--- src/rtl/lfsr_defs.sv ---
// Shared definitions for the Galois LFSR generator: default geometry and the
// next-state function used by both the RTL and any reference model.
package lfsr_defs;

    localparam int          MAX_WIDTH = 32;
    localparam int          DEF_WIDTH = 10;
    localparam logic [31:0] DEF_TAPS  = 32'h0000_0358;
    localparam logic [31:0] DEF_SEED  = 32'h0000_00E9;

    // One Galois step of a width-bit register held in the low bits of state.
    // Bits at and above width are returned as zero; taps[0] has no effect.
    function automatic logic [MAX_WIDTH-1:0] galois_next(
        input logic [MAX_WIDTH-1:0] state,
        input logic [MAX_WIDTH-1:0] taps,
        input int                   width
    );
        logic                 msb;
        logic [MAX_WIDTH-1:0] nxt;
        msb = 1'b0;
        nxt = '0;
        for (int k = 0; k < MAX_WIDTH; k++) begin
            if (k == width - 1) msb = state[k];
        end
        nxt[0] = msb;
        for (int k = 1; k < MAX_WIDTH; k++) begin
            if (k < width) nxt[k] = state[k-1] ^ (taps[k] & msb);
        end
        return nxt;
    endfunction

endpackage

--- src/rtl/lfsr_galois_gen_if.sv ---
// Control and observation bundle of the Galois LFSR generator.
// The master side drives step/load requests; the slave side is the generator.
interface lfsr_galois_gen_if
    import lfsr_defs::*;
#(
    parameter int WIDTH = DEF_WIDTH
);

    logic             en;
    logic             load;
    logic [WIDTH-1:0] seed;
    logic [WIDTH-1:0] q;
    logic             bit_out;
    logic             lockup;
    logic             wrap;
    logic [WIDTH-1:0] period;
    logic             period_valid;

    modport master (
        output en, load, seed,
        input  q, bit_out, lockup, wrap, period, period_valid
    );

    modport slave (
        input  en, load, seed,
        output q, bit_out, lockup, wrap, period, period_valid
    );

endinterface

--- src/rtl/lfsr_period_cnt.sv ---
// Period measurement for the LFSR: counts steps since the reference state
// and publishes the cycle length each time the state returns to it.
module lfsr_period_cnt
    import lfsr_defs::*;
#(
    parameter int               WIDTH = DEF_WIDTH,
    parameter logic [WIDTH-1:0] SEED  = DEF_SEED[WIDTH-1:0]
) (
    input  logic             clk,
    input  logic             rst_b,
    input  logic             step,
    input  logic             restart,
    input  logic [WIDTH-1:0] next_state,
    input  logic [WIDTH-1:0] restart_value,
    output logic [WIDTH-1:0] period,
    output logic             period_valid,
    output logic             wrap
);

    logic [WIDTH-1:0] cnt;
    logic [WIDTH-1:0] ref_state;
    logic             hit;

    assign hit = (next_state == ref_state);

    // cnt is WIDTH bits: the longest cycle of a non-zero state is 2^WIDTH-1,
    // so cnt+1 at the wrap step always fits.
    always_ff @(posedge clk or negedge rst_b) begin
        if (!rst_b) begin
            ref_state    <= SEED;
            cnt          <= '0;
            period       <= '0;
            period_valid <= 1'b0;
            wrap         <= 1'b0;
        end else begin
            wrap <= 1'b0;
            if (restart) begin
                ref_state    <= restart_value;
                cnt          <= '0;
                period_valid <= 1'b0;
            end else if (step) begin
                if (hit) begin
                    period       <= cnt + 1'b1;
                    period_valid <= 1'b1;
                    wrap         <= 1'b1;
                    cnt          <= '0;
                end else begin
                    cnt <= cnt + 1'b1;
                end
            end
        end
    end

endmodule

--- src/rtl/lfsr_galois_gen.sv ---
// Parametrised Galois LFSR with step enable, seed load with lock-up
// protection and hardware period measurement.
module lfsr_galois_gen
    import lfsr_defs::*;
#(
    parameter int               WIDTH = DEF_WIDTH,
    parameter logic [WIDTH-1:0] TAPS  = DEF_TAPS[WIDTH-1:0],
    parameter logic [WIDTH-1:0] SEED  = DEF_SEED[WIDTH-1:0]
) (
    input  logic             clk,
    input  logic             rst_b,
    lfsr_galois_gen_if.slave bus
);

    generate
        if (WIDTH < 2 || WIDTH > MAX_WIDTH) begin : g_bad_width
            $error("lfsr_galois_gen: WIDTH must be in 2..32");
        end
        if (SEED == '0) begin : g_bad_seed
            $error("lfsr_galois_gen: SEED must be non-zero");
        end
    endgenerate

    logic [WIDTH-1:0] q_r;
    logic [WIDTH-1:0] next_state;
    logic [WIDTH-1:0] load_value;
    logic             seed_zero;
    logic             lockup_r;
    logic             step;

    assign next_state = WIDTH'(galois_next(MAX_WIDTH'(q_r), MAX_WIDTH'(TAPS), WIDTH));

    // A zero seed would lock the register at zero forever; substitute SEED.
    assign seed_zero  = (bus.seed == '0);
    assign load_value = seed_zero ? SEED : bus.seed;
    assign step       = bus.en & ~bus.load;

    // NOTE: state registers use non-blocking assignments so every flop samples
    // pre-edge values, independent of block evaluation order.
    always_ff @(posedge clk or negedge rst_b) begin
        if (!rst_b) begin
            q_r      <= SEED;
            lockup_r <= 1'b0;
        end else begin
            lockup_r <= bus.load & seed_zero;
            if (bus.load) begin
                q_r <= load_value;
            end else if (bus.en) begin
                q_r <= next_state;
            end
        end
    end

    lfsr_period_cnt #(
        .WIDTH (WIDTH),
        .SEED  (SEED)
    ) u_period_cnt (
        .clk           (clk),
        .rst_b         (rst_b),
        .step          (step),
        .restart       (bus.load),
        .next_state    (next_state),
        .restart_value (load_value),
        .period        (bus.period),
        .period_valid  (bus.period_valid),
        .wrap          (bus.wrap)
    );

    assign bus.q       = q_r;
    assign bus.bit_out = q_r[WIDTH-1];
    assign bus.lockup  = lockup_r;

endmodule
--- src/flat_wrapper.sv ---
// flat-port wrapper written by rule: the top's interface ports become plain ports
module lfsr_galois_gen_flat import lfsr_defs::*;
#(
    parameter int               WIDTH = DEF_WIDTH,
    parameter logic [WIDTH-1:0] TAPS  = DEF_TAPS[WIDTH-1:0],
    parameter logic [WIDTH-1:0] SEED  = DEF_SEED[WIDTH-1:0]
)
  (clk, rst_b, bus_en, bus_load, bus_seed, bus_q, bus_bit_out, bus_lockup, bus_wrap, bus_period, bus_period_valid);
  lfsr_galois_gen_if #(.WIDTH(WIDTH)) bus_i ();
  input  logic clk;
  input  logic rst_b;
  input wire logic [$bits(bus_i.en)-1:0] bus_en;
  input wire logic [$bits(bus_i.load)-1:0] bus_load;
  input wire logic [$bits(bus_i.seed)-1:0] bus_seed;
  output wire logic [$bits(bus_i.q)-1:0] bus_q;
  output wire logic [$bits(bus_i.bit_out)-1:0] bus_bit_out;
  output wire logic [$bits(bus_i.lockup)-1:0] bus_lockup;
  output wire logic [$bits(bus_i.wrap)-1:0] bus_wrap;
  output wire logic [$bits(bus_i.period)-1:0] bus_period;
  output wire logic [$bits(bus_i.period_valid)-1:0] bus_period_valid;
  assign bus_i.en = bus_en;
  assign bus_i.load = bus_load;
  assign bus_i.seed = bus_seed;
  assign bus_q = bus_i.q;
  assign bus_bit_out = bus_i.bit_out;
  assign bus_lockup = bus_i.lockup;
  assign bus_wrap = bus_i.wrap;
  assign bus_period = bus_i.period;
  assign bus_period_valid = bus_i.period_valid;
  lfsr_galois_gen #(.WIDTH(WIDTH), .TAPS(TAPS), .SEED(SEED)) u_core (.clk(clk), .rst_b(rst_b), .bus(bus_i));
endmodule
--- config.mk ---
export PLATFORM = sky130hd
export DESIGN_NAME = lfsr_galois_gen_flat
export DESIGN_NICKNAME = d
export VERILOG_FILES = /design/src/rtl/lfsr_defs.sv /design/src/rtl/lfsr_galois_gen_if.sv /design/src/rtl/lfsr_period_cnt.sv /design/src/rtl/lfsr_galois_gen.sv /design/src/flat_wrapper.sv
export SDC_FILE = /design/constraint.sdc
export NUM_CORES = 1
export LEC_CHECK = 0
export BUFFER_PORTS_ARGS = -buffer_cell sky130_fd_sc_hd__buf_2
export CELL_PAD_IN_SITES_DETAIL_PLACEMENT = 1
export CELL_PAD_IN_SITES_GLOBAL_PLACEMENT = 1
export CORE_MARGIN = 2
export CORE_UTILIZATION = 46
export DETAILED_ROUTE_END_ITERATION = 12
export HOLD_SLACK_MARGIN = 0.08
export PLACE_DENSITY_LB_ADDON = 0.1
export SYNTH_ARGS = -nofsm -noshare
export SYNTH_HDL_FRONTEND = slang
export SYNTH_SLANG_ARGS = --single-unit
--- constraint.sdc ---
create_clock -name clk -period 4.17 [get_ports clk]
set_input_delay 0.834 -clock clk [delete_from_list [all_inputs] [get_ports clk]]
set_output_delay 0.834 -clock clk [all_outputs]
set_load 0.005 [all_outputs]
==> impl_metrics.toml, run 1 <==
[status]
status = "completed"

[placement]
place_hpwl_um = 3450
gp_congestion = 0.813
port_buffers = 37
placedCellCount = 293

[clock_network]
cts_tree = "built"
clk_latency_ns = 0.30
postCtsSetupRepairBufs = 0
clkTransAtPathRegs_ns = 0.08
cts_buffers = 5
cts_buffer_depth = 2
cts-htree-levels = 2
root_buffer = "clkbuf_8"
cts_hold_buf = 0
cts_sinks = 43
postCtsResizedCells = 0

[floorplanning]
initial_core_util_pct = 47.0
fp.dieH_um = 72.8
io_pins = 38
dieWidth_um = 72.8
design.die.area_um2 = 5300
core_area_um2 = 4630
row_count = 25

[power]
peakVddDrop_uv = 215
p_clk_share_pct = 29.9
switching_share_pct = 28.1
p_leak_nw = 1.16
power_frac_seq_pct = 55.3
pwr-share-comb_pct = 14.8
internal_power_mw = 0.622
power_switching_mw = 0.243
power_density_nw_per_um2 = 354

[flow_run]
maxCapViolCount = 0

[global_routing]
busiest_layer = "met2"
grt_max_degree = 44
overflow = 0
track_usage_pct = 20.5
grt_pass1_vias = 1687
grt_pass1_wl_um = 8210
use_met1_pct = 26.0
grt_antenna_before_repair = 0
use_met3_pct = 5.11
met2_usage_pct = 34.5

[sta]
clock_skew_ns = 0.00967
min_period_ns = 2.42
post-route-period-util_pct = 58.1
rsz0062_at_grt = "false"
worstMarginPinSlew_ns = 0.956
finalHoldViolCount = 0
finalSetupViolations = 0
fin_tns_setup_ns = 0
finalMaxSlewViolations = 0
slew_headroom_pct = 36.3
max_freq_ghz = 0.412
holdWs_ns = 0.510

[critical_path]
required_ns = 4.36
critical_path_class = "reg -> reg"
critical_path.max_fanout = 12
startpoint_type = "flop"
cp.arrival_ns = 2.62
worst_setup_path_end_kind = "flop"

[logic_synthesis]
ys_seq_elements = 43
async_flop_share_pct = 100
ys.flop_type = "dfrtp_1"
syn_area_per_cell_um2 = 10.2
seq_area_frac_synth_pct = 50.0
synth_area_leaders = "dfrtp_1 (38%), dfstp_2 (12%), xor2_1 (5.6%)"
syn_nets = 229
synth-edff-count = 0
yosysTopAreaCell = "dfrtp_1"
netlist_area_um2 = 2180
postSynthCellCount = 214
netlist.area_leader.share_pct = 37.9
synth_cell_type_count = 41
yosysWarningCount = 0

[finish]
fin_util_pct = 52.8
final_cell_mix = "buf_2 (37), dfrtp_1 (33), o21ai_0 (23)"
nNetsFinal = 261
final_cell_count_no_fill = 301
antennaDiodeCount = 0
fillers = 541
final_common_cell = "buf_2"
syn2layout_area_growth_pct = 12.2
drive_above_1_share_pct = 26.7

[route]
num_vias = 1617
finalWirelength_um = 4870
drc = 0
wire_per_inst_um = 16.2
ant_nets = 0
vias_per_cell = 5.37
drt-initial-drc-count = 45
drt_pre_antenna_iters = 4

[hold_path]
hold_path.class = "reg -> reg"
-- per-stage QoR --
stage / instance area, um2 / power (mW) / setup slack (ns)
6_report: 2440 / 0.865 / 1.75
5_1_grt: 2440 / 0.911 / 1.60
4_1_cts: 2440 / 0.876 / 1.72
3_5_place_dp: 2360 / 0.617 / 1.46
3_3_place_gp: 2360 / 0.614 / 1.50
2_1_floorplan: 2180 / 0.566 / 2.11
-- final timing paths --
check / startpoint / to / slack, ns / depth (start not counted)
worst max-delay path: u_core.bus.q[9] / u_core.u_period_cnt.period[2] / 1.75 / 5
worst min-delay path: u_core.u_period_cnt.period[6] / u_core.u_period_cnt.period[6] / 0.51 / 1
worst max register to register: u_core.bus.q[9] / u_core.u_period_cnt.period[2] / 1.75 / 5
worst min register to register: u_core.u_period_cnt.period[6] / u_core.u_period_cnt.period[6] / 0.51 / 1
max in group asynchronous: rst_b / u_core.bus.lockup / 2.89 / 1
min in group asynchronous: rst_b / u_core.bus.q[8] / 0.68 / 1
-- layout make-up --
class | instances | area [um2] | share of cell area (%)
Clock buffer | 8 | 80.1 | 3.28
Inverter | 13 | 48.8 | 2.00
Multi-Input combinational cell | 145 | 965 | 39.5
Timing Repair Buffer | 38 | 193 | 7.89
Tap cell | 54 | 67.6 | 2.77
Sequential cell | 43 | 1090 | 44.6
-- cell usage after synthesis (3+ instances only) --
cell / number
mux2_4: 4
and3_1: 6
nor2_1: 19
nor4_1: 5
nor2b_1: 5
o21ai_0: 23
dfstp_2: 10
nand2_1: 14
mux2i_1: 6
a211oi_1: 3
clkbuf_1: 9
inv_1: 12
nand3_1: 6
xnor2_1: 7
o32ai_1: 3
dfrtp_1: 33
a21oi_1: 5
xor2_1: 14
buf_6: 3
-- power by group through the flow --
| stage | Combinational, mW | Sequential [mW] | Clock [mW] |
|---|---|---|---|
| 2_1_floorplan | 0.0889 | 0.477 | 0 |
| 3_3_place_gp | 0.128 | 0.486 | 0 |
| 3_5_place_dp | 0.129 | 0.487 | 0 |
| 4_1_cts | 0.131 | 0.479 | 0.266 |
| 5_1_grt | 0.144 | 0.484 | 0.283 |
| 6_report | 0.128 | 0.479 | 0.258 |
-- registers in the layout, indices dropped and copies added (netlist names) --
register                          cells
u_core.bus.q                         10
u_core.u_period_cnt.cnt              10
u_core.u_period_cnt.period           10
u_core.u_period_cnt.ref_state        10
u_core.bus.lockup                     1
u_core.u_period_cnt.period_valid      1
u_core.u_period_cnt.wrap              1
-- critical path: stages (launching register included) --
cell and delay, ns:
dfrtp_1 0.56, xor2_1 0.24, nor3_1 0.28, nand3_2 0.20
nor3_4 0.62, mux2_2 0.41
-- logic make-up after synthesis --
group                    share of synthesized area, %
flip-flops                                       50.0
XOR/XNOR                                         8.45
AND/OR/NAND/NOR                                  15.3
adder cells (fa/ha/maj)                         0.575
AO/OA/AOI/OAI                                    13.4
multiplexers                                     6.55
buffers and inverters                            5.69
-- metal layers --
layer	up-vias	routed length (um)
met4	0	44
met3	4	166
li1	803	-
met1	782	2250
met5	-	0
met2	28	2410
Power figures use the tool's default switching activity.
==> run 2: changes to the inputs <==
Settings changed: ABC_AREA from default to 1, CORE_UTILIZATION 46 to 41.
Clock period 4.17 ns to 2.3 ns, I/O delays scaled along.
==> impl_metrics.toml, run 2 <==
[logic_synthesis]
syn_area_per_cell_um2 = 7.75
ys.flop_type = "dfrtp_1"
synth.most_common_cell = "nand2_1"
synth_area_leaders = "dfrtp_1 (36%), nand2_1 (18%), dfstp_2 (11%)"
ys_seq_elements = 43
postSynthCellCount = 296
netlist_area_um2 = 2290
synth_commonest_cells = "nand2_1 (109), nand3_1 (38), dfrtp_1 (33), inv_1 (28), nor2_1 (16)"
yosysWarningCount = 0
synth-edff-count = 0
netlist.area_leader.share_pct = 36.0
async_flop_share_pct = 100
synth_cell_type_count = 31
syn_nets = 311
yosysTopAreaCell = "dfrtp_1"
seq_area_frac_synth_pct = 47.5

[finish]
nNetsFinal = 351
fillers = 687
final_cell_count_no_fill = 409
final_cell_mix = "nand2_1 (109), nand3_1 (38), buf_2 (37)"
syn2layout_area_growth_pct = 16.5
drive_above_1_share_pct = 22.6
final_common_cell = "nand2_1"
antennaDiodeCount = 0
postLayoutCellArea_um2 = 2670
seqCellArea_um2 = 1090
multi_input_area_um2 = 1030

[power]
peakVddDrop_uv = 293
p_leak_nw = 1.48
power_density_nw_per_um2 = 660

[sta]
min_period_ns = 1.82
holdWs_ns = 0.126
finalSetupViolations = 0
clock_skew_ns = 0.00689
fin_tns_setup_ns = 0
post-route-period-util_pct = 79.1
finalHoldViolCount = 0
fin_ws_ns = 0.480
rsz0062_at_grt = "false"
worstMarginPinSlew_ns = 0.525
slew_headroom_pct = 65.0
finalMaxSlewViolations = 0
max_freq_ghz = 0.549

[global_routing]
overflow = 0
grt_max_degree = 24
grt_pass1_wl_um = 10400
grt_pass1_vias = 2110
grt_antenna_before_repair = 0
track_usage_pct = 21.8

[critical_path]
required_ns = 2.49
worst_setup_path_end_kind = "flop"
critical_path.max_fanout = 12
crit_chain = "buf_4, nand2_1, nand3_1, nand3_1, nor2_2, nand4_2, nand2_1, nand2_1"
rr_worst_depth = 8
cp.arrival_ns = 2.01
path_buf_inv = 1
critical_path_class = "reg -> reg"
path_common_cell = "nand2_1"
timing.rr.end = "u_core.u_period_cnt.period[2]"
crit_family = "simple AND/OR/NAND/NOR gates"
reg2reg_slack_ns = 0.48
startpoint_type = "flop"
critPathMaxStageDelay_ns = 0.52
slowest_stage = "dfrtp_1"
regToRegStartpoint = "u_core.bus.q[9]"

[clock_network]
postCtsSetupRepairBufs = 0
cts_hold_buf = 0
cts_tree = "built"
cts_sinks = 43
postCtsResizedCells = 0
cts_buffers = 5
clkTransAtPathRegs_ns = 0.09
clk_latency_ns = 0.30
cts_buffer_depth = 2
cts-htree-levels = 2
root_buffer = "clkbuf_8"

[route]
ant_nets = 0
wire_per_inst_um = 14.7
vias_per_cell = 4.98
drt-initial-drc-count = 74
drt_pre_antenna_iters = 4
drc = 0
finalWirelength_um = 6020
num_vias = 2038

[placement]
placedCellCount = 401
gp_congestion = 0.756
port_buffers = 37
pre_cts_ws_ns = 0.495
place_hpwl_um = 4480
placed_cell_area_um2 = 2550

[status]
status = "completed"

[floorplanning]
fp.dieH_um = 78.8
row_count = 27
core_area_um2 = 5440
dieWidth_um = 78.8
initial_core_util_pct = 42.2
io_pins = 38
design.die.area_um2 = 6210

[flow_run]
maxCapViolCount = 0

[hold_path]
hold_path.class = "in -> async"
-- run 2: cell count changes after synthesis, sizes merged, moves of 10 or more --
cell / before / now
nand2: 14 / 115
o21ai: 23 / 4
nand3: 7 / 40
inv: 12 / 29
xor2: 14 / 4
-- run 2: per-stage QoR --
stage	util, %	power (mW)
after floorplan	-	1.05
after global placement	47.0	1.15
after detailed placement	47.0	1.16
after CTS	49.1	1.79
after global routing	49.1	1.86
final	49.1	1.76
-- run 2: cell families (layout without fill, tap and decap cells) --
| kind of cell | count (synthesis) | count (layout) | synth area share, % |
|---|---|---|---|
| DFF | 43 | 43 | 47.5 |
| and+or+nand+nor | 185 | 185 | 36.1 |
| AOI/OAI and AO/OA | 20 | 20 | 5.73 |
| buffers and inverters | 40 | 81 | 7.53 |
| xor gates and xnor gates | 7 | 7 | 2.67 |
| adders and majority gates | 1 | 1 | 0.545 |
-- run 2: power by group --
| group | internal, mW | switching, mW |
|---|---|---|
| logic | 0.105 | 0.186 |
| registers | 0.810 | 0.0407 |
| clock network | 0.352 | 0.270 |
| total | 1.27 | 0.496 |
-- run 2: routing by layer --
metal | vias to the layer above | global-route usage, % | routed length (um)
met5 | - | 0 | 0
met4 | 0 | 5.79 | 58
met3 | 7 | 4.43 | 167
met2 | 27 | 34.6 | 2770
met1 | 978 | 30.4 | 3020
li1 | 1026 | - | -
-- run 2: how the worst max path moves through the flow --
| stage | startpoint | endpoint | slack [ns] | cells past startpoint |
|---|---|---|---|---|
| 2_1_floorplan | u_core.bus.q[3] | u_core.u_period_cnt.period[5] | 0.86 | 10 |
| 3_3_place_gp | bus_seed[5] | u_core.bus.q[3] | 0.52 | 8 |
| 3_5_place_dp | u_core.bus.q[9] | u_core.u_period_cnt.period[2] | 0.49 | 8 |
| 4_1_cts | u_core.bus.q[9] | u_core.u_period_cnt.period[0] | 0.47 | 8 |
| 5_1_grt | u_core.bus.q[9] | u_core.u_period_cnt.period[7] | 0.23 | 9 |
| 6_report | u_core.bus.q[9] | u_core.u_period_cnt.period[2] | 0.48 | 8 |
-- run 2: area by class of cell --
type	count	area share, %
clock buffers	6	3.09
clock inverters	2	1.31
inverters	30	4.22
multi-input cells	213	38.6
flip-flops and latches	43	40.7
well taps	72	3.37
repair buffers	43	8.62
